===== src/rtl/sram_bus_arbiter.sv =====
// sram_bus_arbiter
//   Bridges the Ibex instruction and data req/gnt/rvalid ports onto a single
//   one-cycle-latency single-port SRAM. At most one master is granted per
//   cycle, using round-robin or fixed instruction priority. Accesses outside
//   the SRAM window are answered locally with an error response. Missing or
//   unexpected SRAM responses raise a sticky protocol-error flag.
//
// Ports
//   clk_i, rst_i              clock, asynchronous active-high reset
//   instr_*                   instruction master (read-only) req/gnt/rvalid port
//   data_*                    data master req/gnt/rvalid port (reads and writes)
//   mem_*                     SRAM request outputs and response inputs
//   mem_proto_err_o           sticky SRAM response protocol violation flag
module sram_bus_arbiter #(
  parameter logic [31:0] MemStart      = 32'h0000_0000,
  parameter int unsigned MemSize       = 65536,
  parameter bit          InstrPriority = 1'b0
) (
  input  logic        clk_i,
  input  logic        rst_i,

  input  logic        instr_req_i,
  input  logic [31:0] instr_addr_i,
  output logic        instr_gnt_o,
  output logic        instr_rvalid_o,
  output logic [31:0] instr_rdata_o,
  output logic        instr_err_o,

  input  logic        data_req_i,
  input  logic        data_we_i,
  input  logic [3:0]  data_be_i,
  input  logic [31:0] data_addr_i,
  input  logic [31:0] data_wdata_i,
  output logic        data_gnt_o,
  output logic        data_rvalid_o,
  output logic [31:0] data_rdata_o,
  output logic        data_err_o,

  output logic        mem_req_o,
  output logic        mem_we_o,
  output logic [3:0]  mem_be_o,
  output logic [31:0] mem_addr_o,
  output logic [31:0] mem_wdata_o,
  input  logic        mem_rvalid_i,
  input  logic [31:0] mem_rdata_i,
  output logic        mem_proto_err_o
);

  localparam logic [31:0] AddrMask = ~(32'(MemSize) - 32'd1);

  function automatic logic in_window(input logic [31:0] addr);
    return (addr & AddrMask) == MemStart;
  endfunction

  // Arbitration state: 1 means the data port won the last contended cycle.
  logic last_data_q;

  // Response register: loaded on every grant, consumed the following cycle.
  logic resp_valid_q;
  logic resp_owner_q;  // 1 = data port owns the response
  logic resp_err_q;
  logic resp_we_q;
  logic proto_err_q;

  logic contended;
  logic instr_wins;
  logic gnt_any;
  logic sel_data;
  logic [31:0] sel_addr;
  logic sel_in_range;
  logic proto_violation;
  logic [31:0] resp_data;

  // Stage 0: combinational arbitration and SRAM request
  always_comb begin
    contended  = instr_req_i & data_req_i;
    // Round-robin: the master that did not win the previous contended cycle.
    instr_wins = InstrPriority ? 1'b1 : last_data_q;

    instr_gnt_o = ~rst_i & instr_req_i & (~data_req_i | instr_wins);
    data_gnt_o  = ~rst_i & data_req_i & (~instr_req_i | ~instr_wins);
    gnt_any     = instr_gnt_o | data_gnt_o;
    sel_data    = data_gnt_o;

    sel_addr     = sel_data ? data_addr_i : instr_addr_i;
    sel_in_range = in_window(sel_addr);

    mem_req_o   = gnt_any & sel_in_range;
    mem_we_o    = 1'b0;
    mem_be_o    = 4'h0;
    mem_addr_o  = 32'h0;
    mem_wdata_o = 32'h0;
    if (mem_req_o) begin
      mem_addr_o = sel_addr;
      if (sel_data) begin
        mem_we_o    = data_we_i;
        mem_be_o    = data_be_i;
        mem_wdata_o = data_wdata_i;
      end else begin
        mem_be_o = 4'hF;
      end
    end
  end

  // Stage 0 -> 1: grant state captured for the response cycle
  always_ff @(posedge clk_i or posedge rst_i) begin
    if (rst_i) begin
      last_data_q  <= 1'b1;
      resp_valid_q <= 1'b0;
      resp_owner_q <= 1'b0;
      resp_err_q   <= 1'b0;
      resp_we_q    <= 1'b0;
      proto_err_q  <= 1'b0;
    end else begin
      if (contended) begin
        last_data_q <= data_gnt_o;
      end
      resp_valid_q <= gnt_any;
      resp_owner_q <= sel_data;
      resp_err_q   <= gnt_any & ~sel_in_range;
      resp_we_q    <= sel_data & data_we_i;
      if (proto_violation) begin
        proto_err_q <= 1'b1;
      end
    end
  end

  // Stage 1: response routing and protocol check
  always_comb begin
    // An SRAM response is expected exactly when the previous grant reached the SRAM.
    proto_violation = ~rst_i &
                      ((resp_valid_q & ~resp_err_q) ? ~mem_rvalid_i : mem_rvalid_i);
    // Visible in the violating cycle, then held by the sticky register.
    mem_proto_err_o = proto_err_q | proto_violation;

    resp_data = (resp_valid_q & ~resp_err_q & ~resp_we_q) ? mem_rdata_i : 32'h0;

    instr_rvalid_o = resp_valid_q & ~resp_owner_q;
    instr_err_o    = instr_rvalid_o & resp_err_q;
    instr_rdata_o  = instr_rvalid_o ? resp_data : 32'h0;

    data_rvalid_o  = resp_valid_q & resp_owner_q;
    data_err_o     = data_rvalid_o & resp_err_q;
    data_rdata_o   = data_rvalid_o ? resp_data : 32'h0;
  end

endmodule


===== config.mk =====
export PLATFORM = sky130hd
export DESIGN_NAME = sram_bus_arbiter
export DESIGN_NICKNAME = d
export VERILOG_FILES = /design/src/rtl/sram_bus_arbiter.sv
export SDC_FILE = /design/constraint.sdc
export NUM_CORES = 1
export LEC_CHECK = 0
export ABC_AREA = 1
export CELL_PAD_IN_SITES_DETAIL_PLACEMENT = 1
export CELL_PAD_IN_SITES_GLOBAL_PLACEMENT = 2
export CORE_UTILIZATION = 10
export DETAILED_ROUTE_END_ITERATION = 10
export GPL_TIMING_DRIVEN = 0
export PLACE_DENSITY = 0.95
export SLEW_MARGIN = 20
export SYNTH_ARGS = -nofsm -noshare
export SYNTH_HDL_FRONTEND = slang
export SYNTH_SLANG_ARGS = --single-unit

===== constraint.sdc =====
create_clock -name clk_i -period 6.8 [get_ports clk_i]
set_input_delay 2.04 -clock clk_i [delete_from_list [all_inputs] [get_ports clk_i]]
set_output_delay 2.04 -clock clk_i [all_outputs]
set_load 0.02 [all_outputs]

==> flow_summary.yaml <==
worst_setup_path:
  slowest_stage: "clkdlybuf4s50_1"
  crit_type: "in -> out"
  crit_path_end_kind: "output pin"
  rr_worst_depth: 10
  r2r-start: "instr_wins"
  cp_max_fo: 10
  path_buf_inv: 6
  worst-endpoint-arrival_ps: 4530
  path_cells: "clkdlybuf4s50_1, inv_4, nand3_2, buf_6, inv_2, nand2_1, nand2_1, nor2_1, nand2_1, nor2_4, nand3_2, buf_2, nor2_1, clkdlybuf4s50_1"
  startpoint_type: "input port"
  cp.required_ps: 4760
  rr_endpoint: "resp_err_q"
  r2r_setup_slack_ps: 5100
  slowest_delay_ps: 620
  critPathTopFamily: "buffers and inverters"
  path_common_cell: "nand2_1"
cells_and_area:
  design_area_mm2: 0.00500
  syn_to_final_growth_pct: 173
  drive_above_1_share_pct: 5.47
  multi_input_comb_area_mm2: 0.00127
  final_nets: 815
  utilization_pct: 27.8
  ff_latch_area_um2: 151
  fill_cells: 2306
  antennaDiodeCount: 0
floorplan:
  ios: 279
  rows: 49
  dieArea_mm2: 0.0188
  die_x_um: 137
  start_util_pct: 10.2
  die_y_um: 137
  core_area_mm2: 0.0180
sta:
  fin_crit_ps: 6570
  setup_viol: 0
  clock_skew_ps: 3.39
  tns_ps: 0
  final-max-slew-violation-count: 0
  rsz0062_at_grt: "no"
  clock.fmax_mhz: 152
  max-slew-margin-rel_pct: 61.4
  whs_ps: 461
  hold_viol: 0
  tightest_slew_ps: 579
  finalCritPeriodShare_pct: 96.6
worst_hold_path:
  min_to: "proto_err_q"
  whs_path_depth: 1
  min-delay-start: "proto_err_q"
  hp-class: "reg -> reg"
global_route:
  grtUsageTotal_pct: 11.2
  grt_pass1_vias: 3287
  overflow: 0
  antenna_found_initial: 0
  grt_pass1_wl_um: 16500
  grt_max_degree: 12
cts:
  clk_path_buf_depth: 2
  cts_sinks: 6
  cts-root-buf: "clkbuf_16"
  cts_htree_levels: 1
  cts_buffers: 3
  cts_tree: "built"
  hold_buffers: 0
  clk_latency_ps: 230
  clkSlewWorstSetupHoldPaths_ps: 40
detailed_routing:
  via_per_inst: 3.77
  routed_wl_um: 11400
  drt_first_pass_iters: 4
  dr_total_vias: 3408
  post_drt_wl_per_cell_um: 12.6
  drc: 0
  drt-initial-drc-count: 71
  drt.antenna.violating_nets: 0
synth:
  synth_seq_cells: 6
  synth.distinct_cells: 21
  syn_area_mm2: 0.00183
  synth.largest_area_cell: "nand2_1"
  avgSynthCellArea_um2: 4.63
  yosys_warnings: 0
  seq_area_frac_synth_pct: 8.27
  yosysTopAreaCellShare_pct: 25.2
  syn_inst: 395
  netlist_top_cells_area: "nand2_1 25%, nor3_1 17%, nor2_1 15%"
placed_design:
  place_area_mm2: 0.00480
  place.port_buffers: 262
  gp_congestion: 0.721
  detailedPlacementHpwl_um: 10000
pwr:
  p_leak_nw: 2.94
  vdd_ir_drop_max_uv: 79.0
  powerDensity_mw_per_mm2: 69.7
run_status:
  status: "completed"
flow_run:
  drv_cap: 0
[worst reg2reg max path: cells and delay by family (launching register included)]
family | cells | cell delay, ps
flops | 1 | 530
compound gates | 1 | 110
simple gates | 7 | 680
buf+inv | 2 | 240
[flip-flops by register name (all words and copies together) (netlist names)]
signal,flops
resp_we_q,1
proto_err_q,1
instr_wins,1
resp_valid_q,1
resp_err_q,1
resp_owner_q,1
[routing by layer]
layer / vias up / track usage, % / wire length, µm
met5: - / 0 / 0
met1: 1509 / 11.4 / 4110
met3: 10 / 3.94 / 1170
li1: 1718 / - / -
met4: 0 / 3.05 / 176
met2: 171 / 21.5 / 5990
[kinds of logic after synthesis]
kind of cell | share of synthesized area [%]
AO/OA/AOI/OAI | 1.64
flip-flops | 8.27
buffers and inverters | 25.6
AND/OR/NAND/NOR | 63.8
other | 0.205
XOR/XNOR | 0.479
[cells in the final DEF, fill, tap and decap left out, drive strengths merged]
cell / n
nand3: 16
nand2: 125
buf: 30
nor3: 64
dfstp: 1
dlymetal6s2s: 47
nor2: 74
o21ai: 2
clkbuf: 18
a21oi: 1
inv: 59
conb: 16
dfrtp: 5
clkdlybuf4s50: 215
a21o: 2
xor2: 1
[through the flow]
| step | worst slack, ps | total power [mW] | cells |
|---|---|---|---|
| detailed placement | 70.7 | 0.252 | 901 |
| global placement | 68.7 | 0.250 | 901 |
| CTS | 61.9 | 0.353 | 905 |
| global route | 38.1 | 0.375 | 905 |
| finish | 231 | 0.348 | 905 |
| floorplan | 1390 | 0.131 | 410 |
[worst max-delay path by stage]
stage	from	endpoint	cells after the start
2_1_floorplan	rst_i	mem_wdata_o[21]	11
3_3_place_gp	rst_i	mem_wdata_o[30]	14
3_5_place_dp	rst_i	mem_wdata_o[25]	13
4_1_cts	rst_i	mem_wdata_o[1]	13
5_1_grt	rst_i	mem_be_o[2]	13
6_report	rst_i	mem_be_o[2]	14
[synth_stat cells, drive strengths merged]
cell / instances
a21oi: 1
nand2: 125
nor3: 64
nand3: 16
dfstp: 1
buf: 30
dfrtp: 5
inv: 59
nor2: 74
conb: 1
xor2: 1
a21o: 2
clkbuf: 14
o21ai: 2
[what timing repair did]
item / CTS / global route
setup buffers: 0 / 0
endpoints found under the setup margin: 0 / 51
gates resized for setup: 0 / 49
hold endpoints to repair: 0 / 0
[layout make-up]
class | instances | share of cell area [%]
inverter | 59 | 4.48
tap | 229 | 5.73
multi-input combinational | 301 | 25.4
timing repair buffer | 262 | 54.8
buffer | 44 | 4.95
clock buffer | 4 | 1.58
sequential | 6 | 3.03
[power by group]
| group | switching (mW) | internal, mW |
|---|---|---|
| clock network | 0.0210 | 0.0779 |
| logic | 0.0991 | 0.110 |
| registers | 0.00151 | 0.0387 |
| total | 0.122 | 0.227 |
No activity file was read; power rests on OpenSTA's default activity.
